$ cat src/rtl/wb_buffer_sched.sv
// Write-back scheduler for a 16-entry FIFO buffer: round-robin merges two eviction
// requesters into the buffer and drains it to memory over a valid/ready handshake.
module wb_buffer_sched #(
  parameter int DW           = 32,
  parameter int DEPTH        = 16,
  parameter int DRAIN_THRESH = 4
) (
  input  logic                         Clk,
  input  logic                         Rst,
  input  logic                         req0_valid,
  input  logic [DW-1:0]                req0_data,
  output logic                         req0_ready,
  input  logic                         req1_valid,
  input  logic [DW-1:0]                req1_data,
  output logic                         req1_ready,
  input  logic                         flush,
  output logic                         flush_done,
  output logic                         buf_en,
  output logic                         buf_rd,
  output logic                         buf_wr,
  output logic                         buf_rst,
  output logic [DW-1:0]                buf_din,
  input  logic [DW-1:0]                buf_dout,
  output logic                         mem_valid,
  output logic [DW-1:0]                mem_data,
  input  logic                         mem_ready,
  output logic [$clog2(DEPTH+1)-1:0]   occupancy
);

  localparam int OW = $clog2(DEPTH+1);

  typedef enum logic [2:0] {
    ST_INIT,
    ST_IDLE,
    ST_RD,
    ST_LOAD,
    ST_SEND
  } state_t;

  state_t        state;
  state_t        state_next;
  logic [OW-1:0] occ;
  logic          flush_pend;
  logic          rr_ptr;      // requester preferred when both are valid
  logic          wr_allow;
  logic          grant0;
  logic          grant1;
  logic          wr_fire;
  logic          rd_fire;
  logic          drain_go;

  // Writes are kept out of RD so the buffer never sees RD and WR together.
  always_comb begin
    wr_allow = (state != ST_INIT) && (state != ST_RD) &&
               (occ < OW'(DEPTH)) && !flush_pend;
    grant0   = wr_allow && req0_valid && (!req1_valid || !rr_ptr);
    grant1   = wr_allow && req1_valid && (!req0_valid ||  rr_ptr);
    wr_fire  = grant0 || grant1;
    rd_fire  = (state == ST_RD);
    drain_go = (occ != '0) && ((occ >= OW'(DRAIN_THRESH)) || flush_pend);
  end

  always_comb begin
    state_next = state;
    case (state)
      ST_INIT: state_next = ST_IDLE;
      ST_IDLE: if (drain_go) state_next = ST_RD;
      ST_RD:   state_next = ST_LOAD;
      ST_LOAD: state_next = ST_SEND;
      ST_SEND: if (mem_ready) state_next = ST_IDLE;
      default: state_next = ST_INIT;
    endcase
  end

  always_ff @(posedge Clk or posedge Rst) begin
    if (Rst) begin
      state      <= ST_INIT;
      occ        <= '0;
      flush_pend <= 1'b0;
      rr_ptr     <= 1'b0;
      mem_data   <= '0;
    end else begin
      state <= state_next;
      if (wr_fire)
        occ <= occ + OW'(1);
      else if (rd_fire)
        occ <= occ - OW'(1);
      // Completion wins over a coincident pulse: a pulse while pending is ignored.
      if (flush_done)
        flush_pend <= 1'b0;
      else if (flush)
        flush_pend <= 1'b1;
      if (grant0)
        rr_ptr <= 1'b1;
      else if (grant1)
        rr_ptr <= 1'b0;
      if (state == ST_LOAD)
        mem_data <= buf_dout;
    end
  end

  // buf_rst is held low while Rst is asserted so it pulses only after release.
  assign buf_rst    = (state == ST_INIT) && !Rst;
  assign buf_rd     = rd_fire;
  assign buf_wr     = wr_fire;
  assign buf_en     = buf_rd || buf_wr || buf_rst;
  assign buf_din    = grant0 ? req0_data : (grant1 ? req1_data : '0);
  assign req0_ready = grant0;
  assign req1_ready = grant1;
  assign mem_valid  = (state == ST_SEND);
  assign flush_done = flush_pend && (occ == '0) && (state == ST_IDLE);
  assign occupancy  = occ;

endmodule

$ cat config.mk
export PLATFORM = sky130hd
export DESIGN_NAME = wb_buffer_sched
export DESIGN_NICKNAME = d
export VERILOG_FILES = /design/src/rtl/wb_buffer_sched.sv
export SDC_FILE = /design/constraint.sdc
export NUM_CORES = 1
export LEC_CHECK = 0
export CORE_MARGIN = 2
export CORE_UTILIZATION = 33
export CTS_CLUSTER_SIZE = 30
export DETAILED_ROUTE_END_ITERATION = 6
export PLACE_DENSITY = 0.82
export SYNTH_ARGS = -nofsm -noshare
export SYNTH_HDL_FRONTEND = slang
export SYNTH_SLANG_ARGS = --single-unit
$ cat constraint.sdc
create_clock -name Clk -period 3.1 [get_ports Clk]
set_input_delay 0.775 -clock Clk [delete_from_list [all_inputs] [get_ports Clk]]
set_output_delay 0.775 -clock Clk [all_outputs]
set_load 0.05 [all_outputs]
==> results of run 1 <==
-- cell usage after synthesis, drive strengths merged, types with 3 or more instances --
| master | instances | area (sq um) |
|---|---|---|
| clkbuf | 6 | 22.5 |
| dfrtp | 42 | 1050 |
| xnor2 | 4 | 35.0 |
| mux2 | 33 | 372 |
| nand2 | 3 | 11.3 |
| buf | 8 | 55.1 |
| a2111oi | 3 | 45.1 |
| a22o | 32 | 280 |
| nor2 | 7 | 26.3 |
| inv | 5 | 18.8 |
-- through the flow --
step	setup WS (ns)	hold WS [ns]
after detailed placement	0.0151	0.492
after global routing	0.0117	0.523
after floorplan	0.108	0.485
after global placement	0.0430	0.487
after CTS	0.00804	0.511
final	0.129	0.509
-- routing by layer --
metal  part of all wire (%)  global-route usage (%)
met5                      0                       0
met3                    7.4                    5.06
met2                     54                    36.2
met4                    1.0                    2.89
met1                     37                    24.2
-- final timing paths --
kind,from,endpoint,cells past startpoint
worst max register to register,occupancy[4]$_DFFE_PP0P_,occupancy[4]$_DFFE_PP0P_,9
worst min-delay path,mem_data[31]$_DFFE_PP0N_,mem_data[31]$_DFFE_PP0N_,1
max in group asynchronous,Rst,rr_ptr$_DFFE_PP0P_,3
worst min register to register,mem_data[31]$_DFFE_PP0N_,mem_data[31]$_DFFE_PP0N_,1
min in group asynchronous,Rst,mem_data[12]$_DFFE_PP0N_,2
worst max-delay path,state[0]$_DFFE_PP0P_,buf_rd,3
-- repair_timing --
item / CTS / global route
buffers inserted: 0 / 2
setup endpoints to repair: 0 / 32
resized for setup: 0 / 9
-- power by group through the flow --
stage               combinational [mW]  sequential [mW]  clock [mW]
floorplan                        0.695             1.84           0
global placement                  2.33             1.01           0
detailed placement                2.37             1.03           0
CTS                               2.38             1.03       0.381
global route                      2.47             1.07       0.402
finish                            2.36             1.02       0.376
-- registers in the layout, summed over array words and instances (netlist names) --
signal and count:
mem_data 32, rr_ptr 1, state 3, occupancy 5
flush_pend 1
-- cell type report --
class | instances | area share (%)
multi-input cells | 117 | 23.4
inverters | 5 | 0.401
well taps | 77 | 2.06
flip-flops and latches | 42 | 22.4
repair buffers | 192 | 49.7
clock buffers | 7 | 1.84
clock inverters | 1 | 0.187
-- cell families (layout without fill, tap and decap cells) --
group / Yosys count / after routing
adders and majority gates: 2 / 2
DFF: 42 / 42
AOI/OAI and AO/OA: 50 / 50
xor gates and xnor gates: 4 / 4
buffers and inverters: 19 / 205
muxes: 33 / 33
and+or+nand+nor: 28 / 28
-- worst max-delay path, cell delays in order (launching register included) --
cell                              delay, ns
sky130_fd_sc_hd__dfrtp_1               0.49
sky130_fd_sc_hd__or3b_1                0.48
sky130_fd_sc_hd__inv_1                 0.12
sky130_fd_sc_hd__clkdlybuf4s50_1       0.82
==> implementation parameters, run 1 <==
Parameter                              Value

Floorplanning
  Number of primary I/O pins    approximately 180
  Initial core utilization    34.2%
  Horiz. Die Dim    85.2 um
  Die outline area    7250 sq um
  Placeable Area    around 6300 sq um
  Total number of placement rows    29
  Height of the chip    85.2 um

Min path
  Worst hold path type    register to register

Placement
  GPL Wtd Cong    0.762
  Number of buffers inserted by port buffering    178
  Post-placement cell count    430
  Detail Placement HPWL    roughly 6000 um
  Placed inst area    4480 sq um

Power and ir drop
  Leakage power of the design    slightly below 2 nW
  Combinational share of power    62.7%
  Switching part of the total    47.4%
  Sequential share of power    27.2%
  Final total power    between 3 and 4 mW
  Clock share of power    10.0%
  Net switching power    1.78 mW
  Max rail drop VDD    0.844 mV
  Internal Pwr Total    1.98 mW
  Power density cells    between 800 and 900 nW/um^2

Synthesis
  Xor-xnor portion of the synthesized cell area    1.61%
  Count of flip-flops with a built-in enable after synthesis    0
  Synthesized cell area    2170 sq um
  Count of synthesis-stage warnings from yosys    0
  Dominant combinational cell family by area after synthesis    compound AO/OA/AOI/OAI gates
  Share of the yosys chip area belonging to registers    approximately half
  Unique masters post-synth    38
  Basic-gate share of the synthesized area counting and, or, nand and nor cells    7.20%
  Fraction of synthesized area in multiplexers    17.1%
  Main flop type after synthesis    sky130_fd_sc_hd__dfrtp_1
  Arithmetic-cell share of the synthesized area counting full adders, half adders and majority gates    1.15%
  Mean instance size in the synthesized netlist    12.2 sq um
  Post-synth net total    282
  Yosys reg bits    42
  FFs w/ async S/R, synth    100%
  Gate count of the mapped netlist    178
  Synthesized-area fraction occupied by ao, oa, aoi and oai cells    20.1%

Drt
  Routed wirelength normalized by instance count    between 15 and 20 um
  Number of antenna-violating nets in the routed design    0
  Detailed-route vias per instance    5.08
  First drt pass iteration count    6
  Remaining routing DRC violations    0
  Drt total wl    7830 um
  Count of vias placed by the detailed router    2241
  Count of routing violations after the opening detailed-route iteration    102

Global route
  GRT Util Overall    19.9%
  Sum of overflow across all layers after global routing    0
  Number of antenna violations at the first check in global routing    0
  Number of global-route vias before repair    ~2.2k
  Wire length of the first global-routing pass    ~12000 um
  Maximum number of pins on one net before global-route repair    35

Timing
  Actual slew at the worst max-slew pin    ~0.66 ns
  Final setup vio count    0
  Worst Skew    0.00765 ns
  Setup Total Neg Slack    0 ns
  Maximum frequency from static timing analysis    0.337 GHz
  Minimum period implied by the final worst setup slack    roughly 3 ns
  Unrepaired setup endpoints after global routing    no
  Hold Violations, Final    0
  Share of the clock period used by the worst path    about 96%
  Max_slew headroom    a little under three fifths
  Max-slew violation count    0

Finish
  Commonest non-fill, non-tap cell in the layout    sky130_fd_sc_hd__clkdlybuf4s50_1
  Synthesis-to-layout area growth    115%
  Sequential cell area    about 1100 sq um
  Diode insertion count for antenna repair    0
  Cell area after layout    4680 sq um
  Cell Count, Final, Fillers Out    441
  Nets    467
  Area of combinational cells with multiple inputs    1090 sq um
  Share of the core filled with cells    73.7%
  Commonest cells after routing, fill and taps aside    138 x sky130_fd_sc_hd__clkdlybuf4s50_1, 42 x sky130_fd_sc_hd__dfrtp_1, 41 x sky130_fd_sc_hd__buf_12, 33 x sky130_fd_sc_hd__mux2_2, 25 x sky130_fd_sc_hd__a22o_1
  Ratio of cells with drive above 1 in the final layout    between 20 and 30%
  Layout filler cell count    396

Critical path
  Worst setup EP type    output port
  Type of origin of the critical path    register
  CP Data Required Time    2.32 ns
  Highest net fanout along the worst path    10
  Setup slack, reg-to-reg    0.50 ns
  Crit Path Class    register to output port
  Arrival time at the worst endpoint    2.20 ns

Clock network
  Clock Tree Buf Depth    2
  CTS tree    done
  Clock H-tree levels    2
  Root buffer cell    sky130_fd_sc_hd__clkbuf_8
  Clock transition at the registers of the reported paths    0.08 ns
  Clock sink total    42
  Total CTS buffers    5
  Later-pin clock latency in the skew report    0.29 ns
  Hold bufs inserted after CTS    0

Status
  Run status    finished, final reports clean

Flow run
  Max-Cap Viols    0
(Power assumes the default switching activity.)
==> run 2, diff against run 1 <==
--- a/config.mk
+++ b/config.mk
@@ -9,6 +9,7 @@
 export CORE_UTILIZATION = 33
 export CTS_CLUSTER_SIZE = 30
 export DETAILED_ROUTE_END_ITERATION = 6
+export HOLD_SLACK_MARGIN = 0.03
 export PLACE_DENSITY = 0.82
 export SYNTH_ARGS = -nofsm -noshare
 export SYNTH_HDL_FRONTEND = slang
==> results of run 2 <==
Final layout, timing and power as in run 1 (identical DEF).
